===== config.mk =====
export PLATFORM = sky130hd
export DESIGN_NAME = ulpi_reg_engine
export DESIGN_NICKNAME = d
export VERILOG_FILES = /design/src/rtl/ulpi_pkg.sv /design/src/rtl/ulpi_reg_engine.sv
export SDC_FILE = /design/constraint.sdc
export NUM_CORES = 1
export LEC_CHECK = 0
export BUFFER_PORTS_ARGS = -buffer_cell sky130_fd_sc_hd__buf_2
export CORE_ASPECT_RATIO = 0.6
export CORE_MARGIN = 2
export CORE_UTILIZATION = 53
export CTS_CLUSTER_DIAMETER = 200
export DETAILED_ROUTE_END_ITERATION = 6
export HOLD_SLACK_MARGIN = 0.06
export PLACE_DENSITY = 0.86
export SLEW_MARGIN = 20
export SYNTH_ARGS = -nofsm -noshare
export SYNTH_HDL_FRONTEND = slang
export SYNTH_SLANG_ARGS = --single-unit

===== constraint.sdc =====
create_clock -name clk -period 5.45 [get_ports clk]
set_clock_uncertainty 0.2 [all_clocks]
set_input_delay 0.2725 -clock clk [delete_from_list [all_inputs] [get_ports clk]]
set_output_delay 0.2725 -clock clk [all_outputs]
set_load 0.005 [all_outputs]

===== src/rtl/ulpi_pkg.sv =====
// ulpi_pkg: shared constants, state encoding and helpers for the ULPI register-access engine.
package ulpi_pkg;
  localparam logic [1:0] RESP_OKAY   = 2'b00;
  localparam logic [1:0] RESP_SLVERR = 2'b10;
  localparam logic [1:0] RESP_DECERR = 2'b11;
  localparam logic [1:0] CMD_REGW = 2'b10;
  localparam logic [1:0] CMD_REGR = 2'b11;
  localparam logic [5:0] EXT_REG_ADDR = 6'h2F;
  localparam logic [1:0] RXU_REGDATA = 2'b01;
  localparam logic [1:0] RXU_ACTIVE  = 2'b10;
  typedef enum logic [2:0] {
    S_IDLE, S_WAIT_W, S_CMD, S_EXT, S_WDATA, S_RD_WAIT, S_ABORT, S_RESP
  } state_t;
  // 0x2F is the escape code itself, so it is never a real register.
  function automatic logic [1:0] decode(input logic [8:0] a, input logic ext_en);
    return a[8] ? RESP_DECERR :
           (a == 9'h02F || (|a[7:6] && !ext_en)) ? RESP_SLVERR : RESP_OKAY;
  endfunction
  function automatic logic [7:0] sat_inc(input logic [7:0] c, input logic [1:0] r);
    return c + 8'((r != RESP_OKAY) && (c != 8'hFF));
  endfunction
endpackage


===== src/rtl/ulpi_reg_engine.sv =====
// ulpi_reg_engine: AXI-Lite to ULPI register access bridge with extended access, retry and timeout.
module ulpi_reg_engine
  import ulpi_pkg::*;
#(
  parameter int CSR_ADDR_W = 12,
  parameter int CSR_DATA_W = 32,
  parameter int EXT_EN     = 1,
  parameter int MAX_RETRY  = 4,
  parameter int RD_TIMEOUT = 255
) (
  input  logic                    clk,
  input  logic                    rst,
  input  logic [CSR_ADDR_W-1:0]   s_awaddr,
  input  logic                    s_awvalid,
  output logic                    s_awready,
  input  logic [CSR_DATA_W-1:0]   s_wdata,
  input  logic [CSR_DATA_W/8-1:0] s_wstrb,
  input  logic                    s_wvalid,
  output logic                    s_wready,
  output logic [1:0]              s_bresp,
  output logic                    s_bvalid,
  input  logic                    s_bready,
  input  logic [CSR_ADDR_W-1:0]   s_araddr,
  input  logic                    s_arvalid,
  output logic                    s_arready,
  output logic [CSR_DATA_W-1:0]   s_rdata,
  output logic [1:0]              s_rresp,
  output logic                    s_rvalid,
  input  logic                    s_rready,
  output logic [7:0]              tx_tdata,
  output logic                    tx_tvalid,
  input  logic                    tx_tready,
  output logic                    tx_tlast,
  input  logic [7:0]              rx_tdata,
  input  logic                    rx_tvalid,
  input  logic [1:0]              rx_tuser,
  output logic                    busy,
  output logic [7:0]              err_count
);
  state_t      r_state;
  logic [8:0]  r_addr;
  logic        r_is_wr;
  logic [7:0]  r_wdata;
  logic        r_wstrb;
  logic [7:0]  r_rdata;
  logic [1:0]  r_resp;
  logic [3:0]  r_retry;
  logic [15:0] r_timer;
  logic [7:0]  r_err_count;
  logic        w_ext;
  logic [1:0]  w_pre;
  logic [1:0]  w_ar_dec;
  logic [1:0]  w_w_dec;
  logic        w_unused;
  assign w_ext    = |r_addr[7:6];
  assign w_pre    = r_is_wr ? CMD_REGW : CMD_REGR;
  assign w_ar_dec = decode(s_araddr[8:0], EXT_EN != 0);
  assign w_w_dec  = decode(r_addr, EXT_EN != 0);
  assign w_unused = &{1'b0, s_awaddr[CSR_ADDR_W-1:9], s_araddr[CSR_ADDR_W-1:9],
                      s_wdata[CSR_DATA_W-1:8], s_wstrb[CSR_DATA_W/8-1:1]};
  assign s_awready = r_state == S_IDLE;
  assign s_arready = r_state == S_IDLE && !s_awvalid;
  assign s_wready  = r_state == S_WAIT_W;
  assign s_bvalid  = r_state == S_RESP && r_is_wr;
  assign s_rvalid  = r_state == S_RESP && !r_is_wr;
  assign s_bresp   = r_resp;
  assign s_rresp   = r_resp;
  assign s_rdata   = {{(CSR_DATA_W-8){1'b0}}, r_rdata};
  assign busy      = r_state != S_IDLE;
  assign err_count = r_err_count;
  assign tx_tvalid = r_state == S_CMD || r_state == S_EXT || r_state == S_WDATA;
  assign tx_tdata  = r_state == S_CMD ? {w_pre, w_ext ? EXT_REG_ADDR : r_addr[5:0]} :
                     r_state == S_EXT ? r_addr[7:0] : r_wdata;
  assign tx_tlast  = r_state == S_WDATA || (r_state == S_EXT && !r_is_wr) ||
                     (r_state == S_CMD && !r_is_wr && !w_ext);
  always_ff @(posedge clk) begin
    if (rst) begin
      r_state     <= S_IDLE;
      r_addr      <= '0;
      r_is_wr     <= 1'b0;
      r_wdata     <= '0;
      r_wstrb     <= 1'b0;
      r_rdata     <= '0;
      r_resp      <= RESP_OKAY;
      r_retry     <= '0;
      r_timer     <= '0;
      r_err_count <= '0;
    end else begin
      case (r_state)
        S_IDLE: begin
          r_retry <= '0;
          if (s_awvalid) begin
            r_addr  <= s_awaddr[8:0];
            r_is_wr <= 1'b1;
            r_rdata <= '0;
            r_state <= S_WAIT_W;
          end else if (s_arvalid) begin
            r_addr      <= s_araddr[8:0];
            r_is_wr     <= 1'b0;
            r_rdata     <= '0;
            r_resp      <= w_ar_dec;
            r_err_count <= sat_inc(r_err_count, w_ar_dec);
            r_state     <= w_ar_dec == RESP_OKAY ? S_CMD : S_RESP;
          end
        end
        S_WAIT_W: if (s_wvalid) begin
          r_wdata     <= s_wdata[7:0];
          r_wstrb     <= s_wstrb[0];
          r_resp      <= w_w_dec;
          r_err_count <= sat_inc(r_err_count, w_w_dec);
          r_state     <= (w_w_dec != RESP_OKAY || !s_wstrb[0]) ? S_RESP : S_CMD;
        end
        S_CMD: if (rx_tvalid) r_state <= S_ABORT;
          else if (tx_tready) begin
            r_timer <= '0;
            r_state <= w_ext ? S_EXT : r_is_wr ? S_WDATA : S_RD_WAIT;
          end
        S_EXT: if (rx_tvalid) r_state <= S_ABORT;
          else if (tx_tready) begin
            r_timer <= '0;
            r_state <= r_is_wr ? S_WDATA : S_RD_WAIT;
          end
        S_WDATA: if (rx_tvalid) r_state <= S_ABORT;
          else if (tx_tready) begin
            r_resp  <= RESP_OKAY;
            r_state <= S_RESP;
          end
        S_RD_WAIT: if (rx_tvalid) begin
            if (rx_tuser == RXU_REGDATA) begin
              r_rdata <= rx_tdata;
              r_resp  <= RESP_OKAY;
              r_state <= S_RESP;
            end else r_state <= S_ABORT;
          end else if (r_timer == 16'(RD_TIMEOUT - 1)) begin
            r_rdata     <= '0;
            r_resp      <= RESP_SLVERR;
            r_err_count <= sat_inc(r_err_count, RESP_SLVERR);
            r_state     <= S_RESP;
          end else r_timer <= r_timer + 16'd1;
        // The PHY must release the bus for a cycle before the command is retried.
        S_ABORT: if (!rx_tvalid) begin
          if (r_retry == 4'(MAX_RETRY - 1)) begin
            r_resp      <= RESP_SLVERR;
            r_err_count <= sat_inc(r_err_count, RESP_SLVERR);
            r_state     <= S_RESP;
          end else begin
            r_retry <= r_retry + 4'd1;
            r_state <= S_CMD;
          end
        end
        S_RESP: if (r_is_wr ? s_bready : s_rready) r_state <= S_IDLE;
        default: r_state <= S_IDLE;
      endcase
    end
  end
endmodule


==> qor.csv, run 1 <==
stage;metric;value;unit
status;status;finished, final reports clean;
logic_synthesis;synthCells;432;
sta;setup_ws;2.31;ns
sta;finalHoldViolCount;0;
detailed_routing;wl;8830;um
clock_tree;postCtsSetupRepairBufs;0;
worst_setup_path;worstSetupStartpoint;r_state[1];
logic_synthesis;synth_common_cells;59 x dfxtp_1, 38 x nand2_1, 37 x nor2_1, 28 x a21oi_1, 26 x buf_4;
sta;finalSetupViolCount;0;
sta;fin_tns_setup;0;ns
floorplanning;die_w;110;um
layout;layout-drive-gt1-share;0.207;
global_route;grt_pass1_vias;2909;
floorplanning;dieArea;7380;um2
power;powerDensity;380;nW/um2
sta;rsz0062_at_grt;no;
clock_tree;h-tree-depth;3;
min_path;hold_path.class;input port to register;
worst_setup_path;endpoint_kind;register;
power;ir_drop;0.163;mV
sta;slew_violations;0;
detailed_routing;dr.pass1.iters;5;
layout;layout.nets;594;
place;dp_cells;570;
worst_setup_path;r2r_start;r_state[1];
sta;fin_crit;3.14;ns
logic_synthesis;netlist_area;3550;um2
sta;period_share;0.576;
place;place_ws;2.35;ns
clock_tree;clkSlewWorstSetupHoldPaths;0.06;ns
sta;max-slew-margin-rel;0.303;
floorplanning;coreArea;6560;um2
clock_tree;clockBufferDepth;2;
logic_synthesis;ys_seq_area_frac;0.333;
logic_synthesis;syn_avg_cell_area;8.21;um2
place;port_buffers;81;
min_path;worstHoldStart;s_awaddr[6];
logic_synthesis;synth_top_area_frac;0.333;
clock_tree;cts_tree;yes;
worst_setup_path;worstPathMaxFanout;27;
place;hpwl;6170;um
layout;n_antenna_cell;0;
detailed_routing;vias_per_cell;5.58;
flow_run;maxCapViolCount;0;
sta;tightest_slew;1.04;ns
floorplanning;die_h;67.4;um
detailed_routing;drc;0;
clock_tree;cts_hold_buf;16;
logic_synthesis;post-synth-top-count-cell;dfxtp_1;
layout;final_cells;599;
sta;whs;0.0719;ns
logic_synthesis;synth_warnings;0;
logic_synthesis;synth_cell_types;65;
worst_setup_path;required;5.52;ns
place;gp_congestion;0.881;
clock_tree;cts_resized;0;
layout;area_delta_synth_final;16.9;%
logic_synthesis;synth-main-ff-cell;dfxtp_1;
logic_synthesis;postSynth.asyncResetShare;0;
logic_synthesis;synth_edf_count;0;
floorplanning;ios;139;
sta;max_freq;0.319;GHz
power;power;1.58;mW
global_route;grt_overflow;0;
detailed_routing;vias;3341;
clock_tree;clock_latency;0.35;ns
detailed_routing;met3_wirelength;644;um
power;leakagePower;1.73;nW
worst_setup_path;critPathLaunchType;register;
layout;fill_cells;556;
detailed_routing;ant_nets;0;
clock_tree;cts_made_buffers;9;
global_route;grt_usage;0.243;
clock_tree;root_buffer;clkbuf_8;
worst_setup_path;path_class;register to register;
logic_synthesis;synth.top_cells.by_area;dfxtp_1 33%, mux2i_1 5.9%, buf_4 5.5%;
logic_synthesis;ys_seq_elements;59;
clock_tree;clock_sinks;59;
detailed_routing;highest_layer;met4;
floorplanning;initial_core_util;0.541;
detailed_routing;drt_iter0_drc;252;
detailed_routing;wire_per_inst;14.7;um
global_route;grt_pass1_wl;13700;um
logic_synthesis;synth_top_cell_by_area;dfxtp_1;
floorplanning;rows;23;
worst_setup_path;arrival;3.21;ns
detailed_routing;wl_met2;4010;um
global_route;grt_max_degree;52;
global_route;antenna_found_initial;0;
detailed_routing;wl_met1;4090;um
worst paths after layout:
check / to / slack, ns / cells after the start
worst max-delay path: err_count[6] / 2.31 / 9
worst min-delay path: r_addr[6] / 0.07 / 3
worst max register to register: err_count[6] / 2.31 / 9
worst min register to register: r_wdata[1] / 0.26 / 2
stage by stage:
step,area (um2),util
after global routing,4150,0.632
final,4150,0.632
after global placement,3840,0.585
after floorplan,3630,-
after CTS,4150,0.632
after detailed placement,3840,0.585
per-layer routing:
metal / track usage / vias up
li1: - / 1663
met4: 0.0633 / 0
met2: 0.383 / 109
met3: 0.0801 / 11
met1: 0.321 / 1558
met5: 0 / -
cells in the final DEF (no fill, tap or decap), types with 11 or more instances in the layout:
cell type      synthesis  final
dfxtp_1               59     59
nand2b_1              19     19
mux2i_1               21     21
o21ai_0               14     14
buf_2                  5     81
a211oi_1              11     11
nor2_1                37     37
conb_1                 1     24
nand2_1               38     38
a21oi_1               28     28
dlygate4sd3_1          0     16
report_power, final:
group / leakage, nW / switching (mW) / total, mW / internal (mW)
sequential: 0.479 / 0.102 / 0.593 / 0.491
clock: 0.0754 / 0.155 / 0.325 / 0.170
combinational: 1.17 / 0.374 / 0.658 / 0.284
total: 1.73 / 0.631 / 1.58 / 0.945
state kept, by name (all words and copies together) (netlist names):
signal / cells
err_count: 8
r_addr: 9
r_is_wr: 1
r_rdata: 8
r_retry: 4
r_state: 3
r_timer: 16
r_wdata: 8
s_bresp: 2
area by class of cell:
| class | count | area [um2] | area share |
|---|---|---|---|
| inverter | 9 | 33.8 | 0.00815 |
| tap | 87 | 109 | 0.0263 |
| clock buffer | 13 | 149 | 0.0359 |
| sequential | 59 | 1180 | 0.285 |
| timing repair buffer | 97 | 566 | 0.136 |
| multi-input combinational | 334 | 2110 | 0.508 |
kinds of logic after synthesis:
family / share of synthesized area
multiplexers: 0.0656
AO/OA/AOI/OAI: 0.199
buffers and inverters: 0.0970
other: 0.00106
adder cells (fa/ha/maj): 0.0176
AND/OR/NAND/NOR: 0.260
flip-flops: 0.333
XOR/XNOR: 0.0272
critical path, cell delays in order (launching register included):
cell      delay (ns)
dfxtp_1         0.85
or3b_2          0.31
inv_1           0.10
a32o_1          0.25
a221oi_1        0.22
ha_1            0.27
ha_1            0.22
nand3_1         0.10
or4_1           0.41
a21oi_1         0.14
(Power assumes the default switching activity.)
==> run 2, diff against run 1 <==
Settings changed: CORE_UTILIZATION 53 to 49, PLACE_DENSITY 0.86 to 0.8.
Clock period 5.45 ns to 2.9 ns, I/O delays scaled along.
==> run 2 against run 1 <==
Against the previous run: sequential cell count did not move; hold slack improved by 0.0047 ns; combinational power rose by 120%; die area rose by 7.8%; design area rose by 8.6%; register-to-register slack got worse by 2.1 ns; first-iteration DRC count rose by 39%; count of clock-buffer cells in the layout fell by 1; global-route usage rose by 0.71 points; sequential share of layout area fell by 2.3 points; core utilization rose by 2.6 points; critical endpoint is now r_rdata[0]; largest power group unchanged; highest routed layer unchanged.
==> qor.csv, run 2 (synthesis gave the netlist of run 1 again) <==
stage;metric;value;unit
power;power;3.39;mW
global_route;grt_overflow;0;
layout;largest_register_ffs;16;
layout;layout-drive-gt1-share;0.213;
detailed_routing;ant_nets;0;
clock_tree;cts_tree;yes;
clock_tree;h-tree-depth;3;
flow_run;maxCapViolCount;0;
global_route;grt_max_degree;52;
layout;layout.nets;620;
global_route;grt_pass1_wl;16000;um
worst_setup_path;path_class;register to register;
detailed_routing;drt_iter0_drc;350;
clock_tree;clkSlewWorstSetupHoldPaths;0.05;ns
layout;fill_cells;540;
layout;mostFrequentLayoutCell;buf_2;
layout;largest_register;r_timer;
floorplanning;ios;139;
layout;area_delta_synth_final;27.0;%
worst_setup_path;critPathLaunchType;register;
sta;period_share;0.925;
sta;tightest_slew;1.01;ns
layout;stdcell_area;4500;um2
sta;finalSetupViolCount;0;
place;placed_area;3880;um2
global_route;grt_pass1_vias;3356;
detailed_routing;dr.pass1.iters;5;
layout;utilization;0.658;
detailed_routing;wl;9810;um
clock_tree;clockBufferDepth;2;
global_route;grt_usage;0.250;
place;gp_congestion;0.899;
clock_tree;clock_latency;0.33;ns
sta;fin_crit;2.68;ns
clock_tree;cts_resized;0;
floorplanning;initial_core_util;0.518;
floorplanning;die_h;69.9;um
worst_setup_path;required;2.95;ns
power;leakagePower;1.90;nW
floorplanning;coreArea;6850;um2
sta;rsz0062_at_grt;no;
floorplanning;dieArea;7960;um2
global_route;antenna_found_initial;0;
place;hpwl;6320;um
min_path;hold_path.class;input port to register;
sta;finalHoldViolCount;0;
clock_tree;root_buffer;clkbuf_16;
sta;fin_tns_setup;0;ns
clock_tree;clock_sinks;59;
sta;setup_ws;0.219;ns
sta;max-slew-margin-rel;0.326;
power;ir_drop;0.348;mV
sta;max_freq;0.373;GHz
worst_setup_path;worstPathMaxFanout;26;
floorplanning;rows;23;
place;place_ws;0.195;ns
detailed_routing;vias;3575;
floorplanning;die_w;114;um
worst_setup_path;arrival;2.73;ns
detailed_routing;vias_per_cell;5.70;
layout;n_antenna_cell;0;
status;status;finished, final reports clean;
sta;slew_violations;0;
detailed_routing;drc;0;
power;powerDensity;752;nW/um2
detailed_routing;wire_per_inst;15.6;um
layout;most-common-layout-cells;81 x buf_2, 59 x dfxtp_1, 38 x nand2_1, 37 x nor2_1, 36 x dlygate4sd3_1;
clock_tree;cts_made_buffers;9;
layout;layout_top_registers;r_timer (16), r_addr (9);
worst_setup_path;endpoint_kind;register;
place;port_buffers;81;
run 2: cell count changes in the layout (fill, tap and decap cells not counted), sizes merged:
cell / before / now
dlygate4sd3: 16 / 36
clkbuf: 13 / 12
clkinv: 0 / 3
buf: 81 / 87
run 2: power by group:
part | internal [mW] | switching (mW) | leakage [nW]
logic | 0.587 | 0.832 | 1.29
registers | 0.924 | 0.101 | 0.479
clock network | 0.591 | 0.350 | 0.132
run 2: layout make-up:
| type | instances | area, um2 | area share |
|---|---|---|---|
| multi-input cells | 334 | 2110 | 0.468 |
| clock buffers | 12 | 246 | 0.0547 |
| repair buffers | 123 | 811 | 0.180 |
| inverters | 9 | 33.8 | 0.00750 |
| flip-flops and latches | 59 | 1180 | 0.262 |
| well taps | 87 | 109 | 0.0242 |
| clock inverters | 3 | 15.0 | 0.00333 |
run 2: critical path, cell delays in order (launching register included):
cell     delay [ns]
dfxtp_1        0.32
buf_4          0.27
or3_1          0.35
nor3_1         0.12
a21o_1         0.24
nor2b_1        0.79
mux2i_1        0.30
run 2: metal layers:
| layer | vias up | share of wire | wire length [um] | track usage |
|---|---|---|---|---|
| met5 | - | 0 | 0 | 0 |
| met4 | 0 | 0.015 | 150 | 0.0786 |
| met3 | 17 | 0.072 | 709 | 0.0729 |
| met2 | 157 | 0.46 | 4480 | 0.395 |
| met1 | 1670 | 0.46 | 4470 | 0.330 |
| li1 | 1731 | - | - | - |
run 2: timing repair:
item | CTS | global route
hold endpoints to repair | 27 | 0
buffers inserted | 0 | 0
hold buffers | 36 | 0
setup endpoints to repair | 0 | 0
run 2: path summary, 6_finish.rpt:
check / slack [ns] / from / endpoint / cells past startpoint
hold / removal: 0.08 / tx_tready / r_state[1] / 4
setup / recovery: 0.22 / r_state[1] / r_rdata[0] / 6
hold reg to reg: 0.26 / r_wdata[6] / r_wdata[6] / 2
setup reg to reg: 0.22 / r_state[1] / r_rdata[0] / 6
run 2: per-stage QoR:
stage | hold WS, ns | std cells
floorplan | 0.0810 | 455
global placement | 0.187 | 576
detailed placement | 0.202 | 576
CTS | 0.0661 | 627
global route | 0.103 | 627
finish | 0.0765 | 627
